<file path="src/rtl/spi_cmd_decoder.sv">
// SPI frame decoder: synchronizes chip-select, latches the three received bytes at
// end of frame, validates the opcode and queues legal commands in a show-ahead FIFO.
module spi_cmd_decoder #(
    parameter int FIFO_DEPTH = 4,
    parameter int CNT_W      = 8
) (
    input  logic                          clk,
    input  logic                          reset,
    input  logic                          cs,
    input  logic [7:0]                    command_rx,
    input  logic [7:0]                    databyte1_rx,
    input  logic [7:0]                    databyte2_rx,
    output logic                          cmd_valid,
    input  logic                          cmd_ready,
    output logic [7:0]                    cmd_op,
    output logic [7:0]                    cmd_arg1,
    output logic [7:0]                    cmd_arg2,
    output logic [$clog2(FIFO_DEPTH):0]   fifo_count,
    output logic [CNT_W-1:0]              err_count,
    output logic [CNT_W-1:0]              ovf_count
);

    localparam int AW = $clog2(FIFO_DEPTH);
    localparam logic [AW:0] FULL_COUNT = FIFO_DEPTH[AW:0];
    localparam logic [AW:0] ONE_COUNT  = 1;

    typedef enum logic [1:0] {IDLE, ARMED, LATCH, DECODE} state_t;

    state_t           r_state;
    logic             r_s1, r_s2, r_s3;
    logic [2:0]       r_primed;
    logic [7:0]       r_holdOp, r_holdArg1, r_holdArg2;
    logic [7:0]       r_memOp   [FIFO_DEPTH];
    logic [7:0]       r_memArg1 [FIFO_DEPTH];
    logic [7:0]       r_memArg2 [FIFO_DEPTH];
    logic [AW-1:0]    r_wrPtr, r_rdPtr;
    logic [AW:0]      r_count;
    logic [CNT_W-1:0] r_errCount, r_ovfCount;

    logic w_rise, w_fall, w_legal, w_pop, w_full, w_decode, w_push, w_drop, w_reject;

    // r_primed marks when r_s3 holds a genuine post-reset sample, so a cs that was
    // already high across reset release never looks like a fresh rise.
    always_ff @(posedge clk or posedge reset) begin
        if (reset) begin
            r_s1     <= 1'b0;
            r_s2     <= 1'b0;
            r_s3     <= 1'b0;
            r_primed <= '0;
        end else begin
            r_s1     <= cs;
            r_s2     <= r_s1;
            r_s3     <= r_s2;
            r_primed <= {r_primed[1:0], 1'b1};
        end
    end

    assign w_rise = r_s2 & ~r_s3 & r_primed[2];
    assign w_fall = ~r_s2 & r_s3;

    always_ff @(posedge clk or posedge reset) begin
        if (reset) begin
            r_state    <= IDLE;
            r_holdOp   <= '0;
            r_holdArg1 <= '0;
            r_holdArg2 <= '0;
        end else begin
            case (r_state)
                IDLE:    if (w_rise) r_state <= ARMED;
                ARMED:   if (w_fall) r_state <= LATCH;
                LATCH: begin
                    r_holdOp   <= command_rx;
                    r_holdArg1 <= databyte1_rx;
                    r_holdArg2 <= databyte2_rx;
                    r_state    <= DECODE;
                end
                DECODE:  r_state <= IDLE;
                default: r_state <= IDLE;
            endcase
        end
    end

    always_comb begin
        w_legal = 1'b0;
        case (r_holdOp)
            8'h01:   w_legal = (r_holdArg1 < 8'd4);
            8'h02:   w_legal = (r_holdArg1 < 8'd80) && (r_holdArg2 < 8'd60);
            8'h03:   w_legal = 1'b1;
            8'h04:   w_legal = (r_holdArg1 != 8'd0);
            default: w_legal = 1'b0;
        endcase
    end

    // A full FIFO still accepts the new frame when the head leaves in the same cycle.
    assign w_pop    = cmd_valid & cmd_ready;
    assign w_full   = (r_count == FULL_COUNT);
    assign w_decode = (r_state == DECODE);
    assign w_push   = w_decode & w_legal & (~w_full | w_pop);
    assign w_drop   = w_decode & w_legal & w_full & ~w_pop;
    assign w_reject = w_decode & ~w_legal;

    always_ff @(posedge clk) begin
        if (w_push) begin
            r_memOp[r_wrPtr]   <= r_holdOp;
            r_memArg1[r_wrPtr] <= r_holdArg1;
            r_memArg2[r_wrPtr] <= r_holdArg2;
        end
    end

    always_ff @(posedge clk or posedge reset) begin
        if (reset) begin
            r_wrPtr <= '0;
            r_rdPtr <= '0;
            r_count <= '0;
        end else begin
            if (w_push) r_wrPtr <= r_wrPtr + AW'(1);
            if (w_pop)  r_rdPtr <= r_rdPtr + AW'(1);
            case ({w_push, w_pop})
                2'b10:   r_count <= r_count + ONE_COUNT;
                2'b01:   r_count <= r_count - ONE_COUNT;
                default: r_count <= r_count;
            endcase
        end
    end

    always_ff @(posedge clk or posedge reset) begin
        if (reset) begin
            r_errCount <= '0;
            r_ovfCount <= '0;
        end else begin
            if (w_reject && r_errCount != '1) r_errCount <= r_errCount + CNT_W'(1);
            if (w_drop && r_ovfCount != '1)   r_ovfCount <= r_ovfCount + CNT_W'(1);
        end
    end

    assign cmd_valid  = (r_count != '0);
    assign cmd_op     = cmd_valid ? r_memOp[r_rdPtr]   : 8'd0;
    assign cmd_arg1   = cmd_valid ? r_memArg1[r_rdPtr] : 8'd0;
    assign cmd_arg2   = cmd_valid ? r_memArg2[r_rdPtr] : 8'd0;
    assign fifo_count = r_count;
    assign err_count  = r_errCount;
    assign ovf_count  = r_ovfCount;

endmodule
</file>
<file path="config.mk">
export PLATFORM = sky130hd
export DESIGN_NAME = spi_cmd_decoder
export DESIGN_NICKNAME = d
export VERILOG_FILES = /design/src/rtl/spi_cmd_decoder.sv
export SDC_FILE = /design/constraint.sdc
export NUM_CORES = 1
export LEC_CHECK = 0
export ABC_AREA = 1
export ABC_CLOCK_PERIOD_IN_PS = 4600
export CORE_UTILIZATION = 25
export DETAILED_ROUTE_END_ITERATION = 8
export HOLD_SLACK_MARGIN = 0.03
export PLACE_DENSITY = 0.46
export REMOVE_ABC_BUFFERS = 1
export SLEW_MARGIN = 25
export SYNTH_ARGS = -nofsm -noshare
export SYNTH_HDL_FRONTEND = slang
export SYNTH_SLANG_ARGS = --single-unit
export TNS_END_PERCENT = 30
</file>
<file path="constraint.sdc">
create_clock -name clk -period 4.6 [get_ports clk]
set_clock_uncertainty 0.2 [all_clocks]
set_input_delay 0.92 -clock clk [delete_from_list [all_inputs] [get_ports clk]]
set_output_delay 0.92 -clock clk [all_outputs]
set_load 0.02 [all_outputs]
</file>
==> run_results.csv, run 1 <==
group,metric,value,unit
placement,dp_hpwl,9350,um
placement,dpl_cell_area,0.00748,mm2
worst_setup_path,crit_type,"register to output pin",
final_layout,register_area,0.00426,mm2
clock_tree,clock-sinks,151,
global_route,antenna_found_initial,1,
worst_hold_path,min_path_type,"register to register",
global_route,grt_max_degree,51,
drt,drc,0,
floorplan,dieWidth,162,um
power_and_ir_drop,ir_drop,0.272,mV
final_layout,multi_input_area,0.00186,mm2
clock_tree,cts_hold_repair.buffers,0,
yosys,avgSynthCellArea,11.3,um2
timing,setup_tns,0,ps
floorplan,num_rows,58,
timing,slew_viol_final,0,
yosys,synthDistinctLibCells,35,
yosys,yosysSeqAreaShare,0.669,
timing,setup_viol,0,
clock_tree,cts_buffer_depth,2,
global_route,overflow,0,
final_layout,layout_commonest_cell,"nor2_1",
drt,drtIter0Drc,200,
power_and_ir_drop,power.density,660,mW/mm2
final_layout,drive_gt1_frac,0.120,
placement,port_buffers,71,
final_layout,final_nets,678,
timing,slew_headroom,0.432,
power_and_ir_drop,leakage,3.11,nW
clock_tree,cts-root-buf,"clkbuf_16",
timing,tightestPinTransition,851,ps
yosys,yosysWarnings,0,
floorplan,core-area,0.0251,mm2
worst_setup_path,end_kind,"output pin",
clock_tree,postCtsResizedCells,0,
global_route,grt_pass1_vias,4265,
drt,viasPerCell,4.24,
final_layout,fill_cells,2589,
drt,drtAntennaViolNets,0,
floorplan,start_util,0.253,
clock_tree,clock_latency,420,ps
worst_setup_path,crit_path_start_kind,"register",
timing,rsz0062_at_grt,"no",
floorplan,die_y,162,um
drt,wire_per_inst,15.0,um
final_layout,final_area,0.00808,mm2
global_route,grt_pass1_wl,23400,um
drt,num_vias,4160,
flow_run,cap_violations,0,
clock_tree,numCtsBuffers,17,
yosys,synth_area,0.00636,mm2
global_route,grt_usage,0.120,
clock_tree,cts_tree,"done",
yosys,synth_area_leaders,"edfxtp_1, dfrtp_1, nor2_1, o21ai_0, nand2_1",
yosys,syn_inst,561,
timing,post-route-period-util,0.791,
timing,max_freq,275,MHz
yosys,ys_ff_latch,151,
floorplan,io_pins,72,
clock_tree,path_clk_slew,60,ps
final_layout,final_cell_mix,"nor2_1, edfxtp_1, clkdlybuf4s50_1",
drt,postRouteWirelength,14700,um
drt,drtPass1Iterations,6,
final_layout,area_delta_synth_final,27.0,%
worst_setup_path,rrSetupSlack,1800,ps
outcome,status,"completed",
timing,hold_viol,0,
yosys,netlist.area_leader.share,0.453,
placement,gp_congestion,0.740,
floorplan,dieArea,0.0261,mm2
clock_tree,postCtsSetupBuffers,0,
clock_tree,htreeDepth,4,
worst_setup_path,required,3480,ps
worst_setup_path,critPathArrivalTime,2520,ps
final_layout,antenna_cells,0,
timing,min_period,3640,ps
yosys,synth_top_cell_by_area,"edfxtp_1",
worst_setup_path,critPathMaxFanout,50,
-- synthesized netlist by cell type --
master,instances
nor4_1,1
buf_2,1
nor2_4,3
nor3_1,2
a22o_1,1
nand4_1,4
nand3_1,11
clkinv_1,1
nand3b_1,2
conb_1,1
dfrtp_1,55
nand4_2,1
o21a_1,2
mux2_1,2
buf_1,1
nor3_4,1
nand3_2,1
ha_1,11
inv_2,3
a31oi_1,1
fa_1,1
o21ai_0,61
xor2_1,14
clkbuf_1,20
nor2_2,6
nor3_2,2
xnor2_1,1
nand2_2,2
edfxtp_1,96
a21oi_1,25
nor2_1,118
inv_1,41
nand2_1,53
nand2_4,1
mux2_2,15
-- layout make-up --
cell class	instances	area share
sequential	151	0.527
multi-input combinational	343	0.230
timing repair buffer	80	0.0963
clock buffer	19	0.0536
tap	330	0.0511
inverter	45	0.0209
clock inverter	13	0.0207
-- critical path: stages, from the launching register on --
cell             delay (ps)
dfrtp_1                 360
buf_4                   490
nor2_1                  100
nor2_1                  110
o21ai_0                  90
a21oi_1                 270
clkdlybuf4s50_1         660
-- power by group --
| part | switching [mW] | internal (mW) |
|---|---|---|
| sequential | 0.236 | 1.75 |
| clock | 0.559 | 0.859 |
| combinational | 1.14 | 0.786 |
| total | 1.94 | 3.40 |
-- sequential cells by signal, indices dropped and copies added (netlist names) --
register	count
r_primed	3
r_holdOp	8
r_s2	1
err_count	8
r_state	2
r_memOp	32
r_wrPtr	2
r_memArg2	32
r_holdArg2	8
r_memArg1	32
fifo_count	3
r_holdArg1	8
r_s3	1
r_s1	1
ovf_count	8
r_rdPtr	2
-- metal layers --
metal	track usage	up-vias	wire, um
li1	-	2035	-
met1	0.146	2019	6530
met2	0.195	91	7060
met3	0.0437	15	972
met4	0.0399	0	172
met5	0	-	0
-- final timing paths --
kind                                             end  depth (start not counted)                 startpoint
max in group asynchronous   err_count[0]$_DFFE_PP0P_                          3                      reset
setup reg to reg           fifo_count[2]$_DFFE_PP0P_                         13  fifo_count[0]$_DFFE_PP0P_
setup / recovery                           cmd_op[3]                          6     r_rdPtr[0]$_DFFE_PP0P_
hold reg to reg                r_primed[1]$_DFF_PP0_                          0      r_primed[0]$_DFF_PP0_
hold / removal                 r_primed[1]$_DFF_PP0_                          0      r_primed[0]$_DFF_PP0_
min in group asynchronous             r_s3$_DFF_PP0_                          2                      reset
-- metrics by stage --
stage               cells  hold WS, ps  utilization  power [mW]  setup slack, ps
floorplan             539          131            -        3.10             1560
CTS                   981          150        0.322        5.44              923
global route          981          152        0.322        5.70              791
global placement      949          132        0.298        3.96             1390
finish                981          147        0.322        5.34              964
detailed placement    949          136        0.298        4.00             1390
-- kinds of logic (layout without fill, tap and decap cells) --
family	after synthesis	count (layout)	share of synthesized area
compound gates	90	90	0.0724
xor+xnor	15	15	0.0206
fa+ha+maj	12	12	0.0248
buf+inv	67	157	0.0397
flops	151	151	0.669
mux	17	17	0.0301
other cells	1	1	0.000589
simple gates	208	208	0.143
No activity file was read; power rests on OpenSTA's default activity.
==> inputs of run 2 (changes only) <==
ABC_CLOCK_PERIOD_IN_PS = 3600   (was 4600)
clock period = 3.6 ns   (was 4.6 ns; I/O delays follow)
==> run_results.csv, run 2 (same netlist as run 1, synthesis figures left out) <==
group,metric,value,unit
power_and_ir_drop,p_sw,2.45,mW
placement,port_buffers,71,
timing,max_freq,292,MHz
placement,dp_hpwl,9080,um
clock_tree,postCtsSetupBuffers,0,
drt,drtPass1Iterations,4,
final_layout,final_nets,681,
placement,dp_slack,641,ps
final_layout,utilization,0.325,
drt,drc,0,
timing,setup_slack,177,ps
drt,postRouteWirelength,14200,um
final_layout,top_regs,"r_memArg1: 32 flops, r_memArg2: 32 flops, r_memOp: 32 flops",
worst_hold_path,min_path_type,"register to register",
final_layout,final_area,0.00816,mm2
floorplan,core-area,0.0251,mm2
clock_tree,cts_hold_repair.buffers,0,
clock_tree,cts-root-buf,"clkbuf_16",
global_route,overflow,0,
timing,rsz0062_at_grt,"no",
clock_tree,postCtsResizedCells,0,
power_and_ir_drop,p_clk_frac,0.268,
timing,setup_tns,0,ps
worst_setup_path,crit_type,"register to output pin",
placement,gp_congestion,0.742,
global_route,grt_max_degree,43,
final_layout,drive_gt1_frac,0.122,
global_route,grt_pass1_vias,4241,
power_and_ir_drop,power.density,847,mW/mm2
timing,setup_viol,0,
clock_tree,cts_buffer_depth,2,
outcome,status,"completed",
flow_run,cap_violations,0,
final_layout,antenna_cells,0,
drt,drtIter0Drc,195,
worst_setup_path,crit_path_start_kind,"register",
timing,post-route-period-util,0.951,
worst_hold_path,min_from,"r_primed[1]$_DFF_PP0_",
global_route,grt_usage,0.115,
global_route,grt_pass1_wl,22700,um
floorplan,io_pins,72,
floorplan,start_util,0.253,
worst_setup_path,critPathMaxFanout,42,
final_layout,layout_commonest_cell,"nor2_1",
power_and_ir_drop,p_seq_frac,0.374,
worst_setup_path,crit_end,"cmd_op[2]",
worst_setup_path,setup.worst_path.start,"r_rdPtr[0]$_DFFE_PP0P_",
power_and_ir_drop,total_power,6.91,mW
worst_setup_path,rrSetupSlack,1080,ps
clock_tree,cts_tree,"done",
timing,slew_headroom,0.639,
power_and_ir_drop,power_frac_comb,0.358,
worst_hold_path,min_path_cells,0,
worst_setup_path,r2r_start,"r_holdOp[4]$_DFFE_PP0P_",
power_and_ir_drop,ir_drop,0.302,mV
clock_tree,clock-sinks,151,
drt,viasPerCell,4.14,
global_route,antenna_found_initial,0,
drt,drtAntennaViolNets,0,
floorplan,die_y,162,um
timing,min_period,3420,ps
clock_tree,clock_latency,420,ps
worst_setup_path,critPathArrivalTime,2500,ps
power_and_ir_drop,power.internal,4.45,mW
drt,wire_per_inst,14.4,um
floorplan,dieArea,0.0261,mm2
floorplan,num_rows,58,
timing,hold_viol,0,
drt,num_vias,4071,
clock_tree,htreeDepth,4,
clock_tree,path_clk_slew,60,ps
power_and_ir_drop,leakage,3.14,nW
placement,dpl_cell_area,0.00754,mm2
timing,tightestPinTransition,540,ps
worst_setup_path,r2r_cells,12,
worst_setup_path,end_kind,"output pin",
floorplan,dieWidth,162,um
timing,slew_viol_final,0,
final_layout,area_delta_synth_final,28.2,%
final_layout,final_cell_mix,"nor2_1, edfxtp_1, clkdlybuf4s50_1",
clock_tree,numCtsBuffers,17,
worst_setup_path,worstReg2RegEnd,"r_memArg1[0][6]$_DFFE_PP_",
power_and_ir_drop,switching_share,0.355,
worst_setup_path,required,2680,ps
## run 2: worst min-delay path by stage
| stage | to | slack [ps] |
|---|---|---|
| floorplan | r_primed[1]$_DFF_PP0_ | 130 |
| global placement | r_primed[1]$_DFF_PP0_ | 130 |
| detailed placement | r_primed[2]$_DFF_PP0_ | 130 |
| CTS | r_primed[2]$_DFF_PP0_ | 150 |
| global route | r_primed[2]$_DFF_PP0_ | 150 |
| finish | r_primed[2]$_DFF_PP0_ | 150 |
## run 2: power by group through the flow
stage          clock network, mW  registers [mW]  logic, mW
2_1_floorplan                  0            2.62       1.35
3_3_place_gp                   0            2.59       2.51
4_1_cts                     1.90            2.59       2.55
6_report                    1.85            2.58       2.48
3_5_place_dp                   0            2.62       2.53
5_1_grt                     1.97            2.64       2.75
## run 2: layout make-up
cell class | instances | area (um2)
inverter | 45 | 169
clock inverter | 11 | 174
clock buffer | 21 | 440
timing repair buffer | 83 | 838
tap | 330 | 413
multi-input combinational | 343 | 1860
sequential | 151 | 4260
fill | 2541 | 17000
## run 2: critical path: stages (launching register included)
cell,delay (ps)
dfrtp_1,570
buf_12,270
nor2_1,80
nor2_1,70
o21ai_0,100
a21oi_1,310
clkdlybuf4s50_1,670
## run 2: through the flow
stage	hold WS [ps]	instances
2_1_floorplan	131	539
3_3_place_gp	132	952
3_5_place_dp	135	952
4_1_cts	149	984
5_1_grt	154	984
6_report	147	984
## run 2: routing by layer
metal | wire [um] | global-route usage
met2 | 6720 | 0.178
met4 | 116 | 0.0472
met1 | 6560 | 0.149
met5 | 0 | 0
met3 | 759 | 0.0357
==> inputs of run 3 (changes only) <==
ABC_CLOCK_PERIOD_IN_PS = unset   (was 3600)
CORE_MARGIN = 2   (was unset)
PLACE_DENSITY = 0.47   (was 0.46)
clock period = 2.8 ns   (was 3.6 ns; I/O delays follow)
==> run_results.csv, run 3 (same netlist as run 1, synthesis figures left out) <==
group,metric,value,unit
outcome,status,"completed",
timing,setup_viol,0,
final_layout,area_delta_synth_final,29.6,%
power_and_ir_drop,leakage,3.25,nW
timing,max_freq,371,MHz
floorplan,dieArea,0.0267,mm2
clock_tree,numCtsBuffers,17,
power_and_ir_drop,total_power,8.73,mW
power_and_ir_drop,ir_drop,0.469,mV
worst_setup_path,required,2040,ps
worst_setup_path,crit_type,"register to output pin",
clock_tree,clock_latency,430,ps
drt,drc,0,
placement,dp_hpwl,9720,um
clock_tree,cts_tree,"done",
final_layout,fin_cells,995,
timing,slew_viol_final,0,
clock_tree,path_clk_slew,60,ps
timing,min_period,2700,ps
global_route,grt_usage,0.117,
drt,drtPass1Iterations,5,
worst_setup_path,critPathArrivalTime,1940,ps
clock_tree,cts-root-buf,"clkbuf_16",
global_route,antenna_found_initial,0,
floorplan,core-area,0.0251,mm2
drt,drtAntennaViolNets,0,
global_route,grt_max_degree,56,
final_layout,top_regs,"r_memArg1: 32 flops, r_memArg2: 32 flops, r_memOp: 32 flops",
power_and_ir_drop,power.density,1060,mW/mm2
floorplan,io_pins,72,
floorplan,num_rows,58,
final_layout,final_area,0.00824,mm2
placement,dp.cells,962,
floorplan,dieWidth,164,um
final_layout,drive_gt1_frac,0.147,
clock_tree,clock-sinks,151,
final_layout,antenna_cells,0,
final_layout,final_nets,692,
drt,drtIter0Drc,189,
final_layout,layout_commonest_cell,"nor2_1",
drt,postRouteWirelength,14700,um
global_route,grt_pass1_vias,4306,
worst_setup_path,critPathMaxFanout,6,
clock_tree,cts_buffer_depth,2,
timing,post-route-period-util,0.963,
global_route,overflow,0,
timing,whs,149,ps
drt,wire_per_inst,14.7,um
global_route,grt_pass1_wl,23300,um
clock_tree,htreeDepth,4,
worst_setup_path,crit_path_start_kind,"register",
flow_run,cap_violations,0,
placement,dpl_cell_area,0.00764,mm2
floorplan,start_util,0.253,
floorplan,die_y,164,um
worst_setup_path,end_kind,"output pin",
worst_hold_path,min_path_type,"register to register",
final_layout,final_cell_mix,"nor2_1, edfxtp_1, o21ai_0",
timing,rsz0062_at_grt,"yes",
clock_tree,cts_hold_repair.buffers,0,
drt,viasPerCell,4.17,
placement,port_buffers,71,
timing,hold_viol,0,
final_layout,fill_cells,2551,
drt,num_vias,4149,
placement,gp_congestion,0.806,
-- run 3: changes by cell type in the layout (fill, tap and decap cells not counted), moves of 2 or more --
cell / previous run / this run
clkdlybuf4s50_1: 71 / 46
clkinv_4: 2 / 0
buf_12: 3 / 6
bufinv_16: 4 / 2
dlygate4sd2_1: 0 / 19
clkbuf_1: 4 / 0
clkbuf_2: 0 / 2
inv_8: 0 / 2
inv_6: 1 / 6
clkdlybuf4s15_1: 0 / 4
buf_6: 0 / 3
buf_4: 9 / 14
-- run 3: through the flow --
step,utilization,TNS [ps],worst slack [ps]
after global routing,0.328,-3.53,-3.49
final,0.328,0,103
after global placement,0.304,0,251
after CTS,0.327,0,6.48
after floorplan,-,-4700,-49.0
after detailed placement,0.304,0,235
-- run 3: critical path: stages (launching register included) --
cell             delay [ps]
dfrtp_1                 450
nor2_1                   90
inv_2                    90
nor2_4                   50
buf_12                  140
buf_6                   130
a21oi_1                 210
clkdlybuf4s15_1         340
-- run 3: power breakdown --
group / switching, mW / internal, mW
clock: 0.972 / 1.36
combinational: 1.88 / 1.23
sequential: 0.400 / 2.88
total: 3.25 / 5.48
-- run 3: path summary, 6_finish.rpt --
check / start / to / slack [ps] / cells past startpoint
max: fifo_count[0]$_DFFE_PP0P_ / cmd_arg1[4] / 100 / 7
min: r_primed[0]$_DFF_PP0_ / r_primed[1]$_DFF_PP0_ / 150 / 0
max reg2reg: r_holdOp[4]$_DFFE_PP0P_ / fifo_count[2]$_DFFE_PP0P_ / 350 / 17
min reg2reg: r_primed[0]$_DFF_PP0_ / r_primed[1]$_DFF_PP0_ / 150 / 0
max in group asynchronous: reset / r_holdOp[3]$_DFFE_PP0P_ / 1830 / 3
min in group asynchronous: reset / r_s1$_DFF_PP0_ / 310 / 3
-- run 3: timing repair --
item / in CTS / in global routing
cloned: 0 / 0
resized for setup: 27 / 10
pin swaps: 0 / 1
buffers inserted: 0 / 1
endpoints found under the setup margin: 25 / 16
-- run 3: layout make-up --
cell class / instances / area, um2 / share of cell area
Clock inverter: 14 / 163 / 0.0197
Sequential cell: 151 / 4260 / 0.517
Multi-Input combinational cell: 343 / 1870 / 0.226
Timing Repair Buffer: 94 / 936 / 0.114
Clock buffer: 18 / 439 / 0.0533
Tap cell: 330 / 413 / 0.0501
Inverter: 45 / 169 / 0.0205
-- run 3: per-layer routing --
metal	GRT usage	routed length, um	vias to the layer above
li1	-	-	2060
met1	0.150	6980	1981
met2	0.184	6650	97
met3	0.0411	911	11
met4	0.0363	133	0
met5	0	0	-
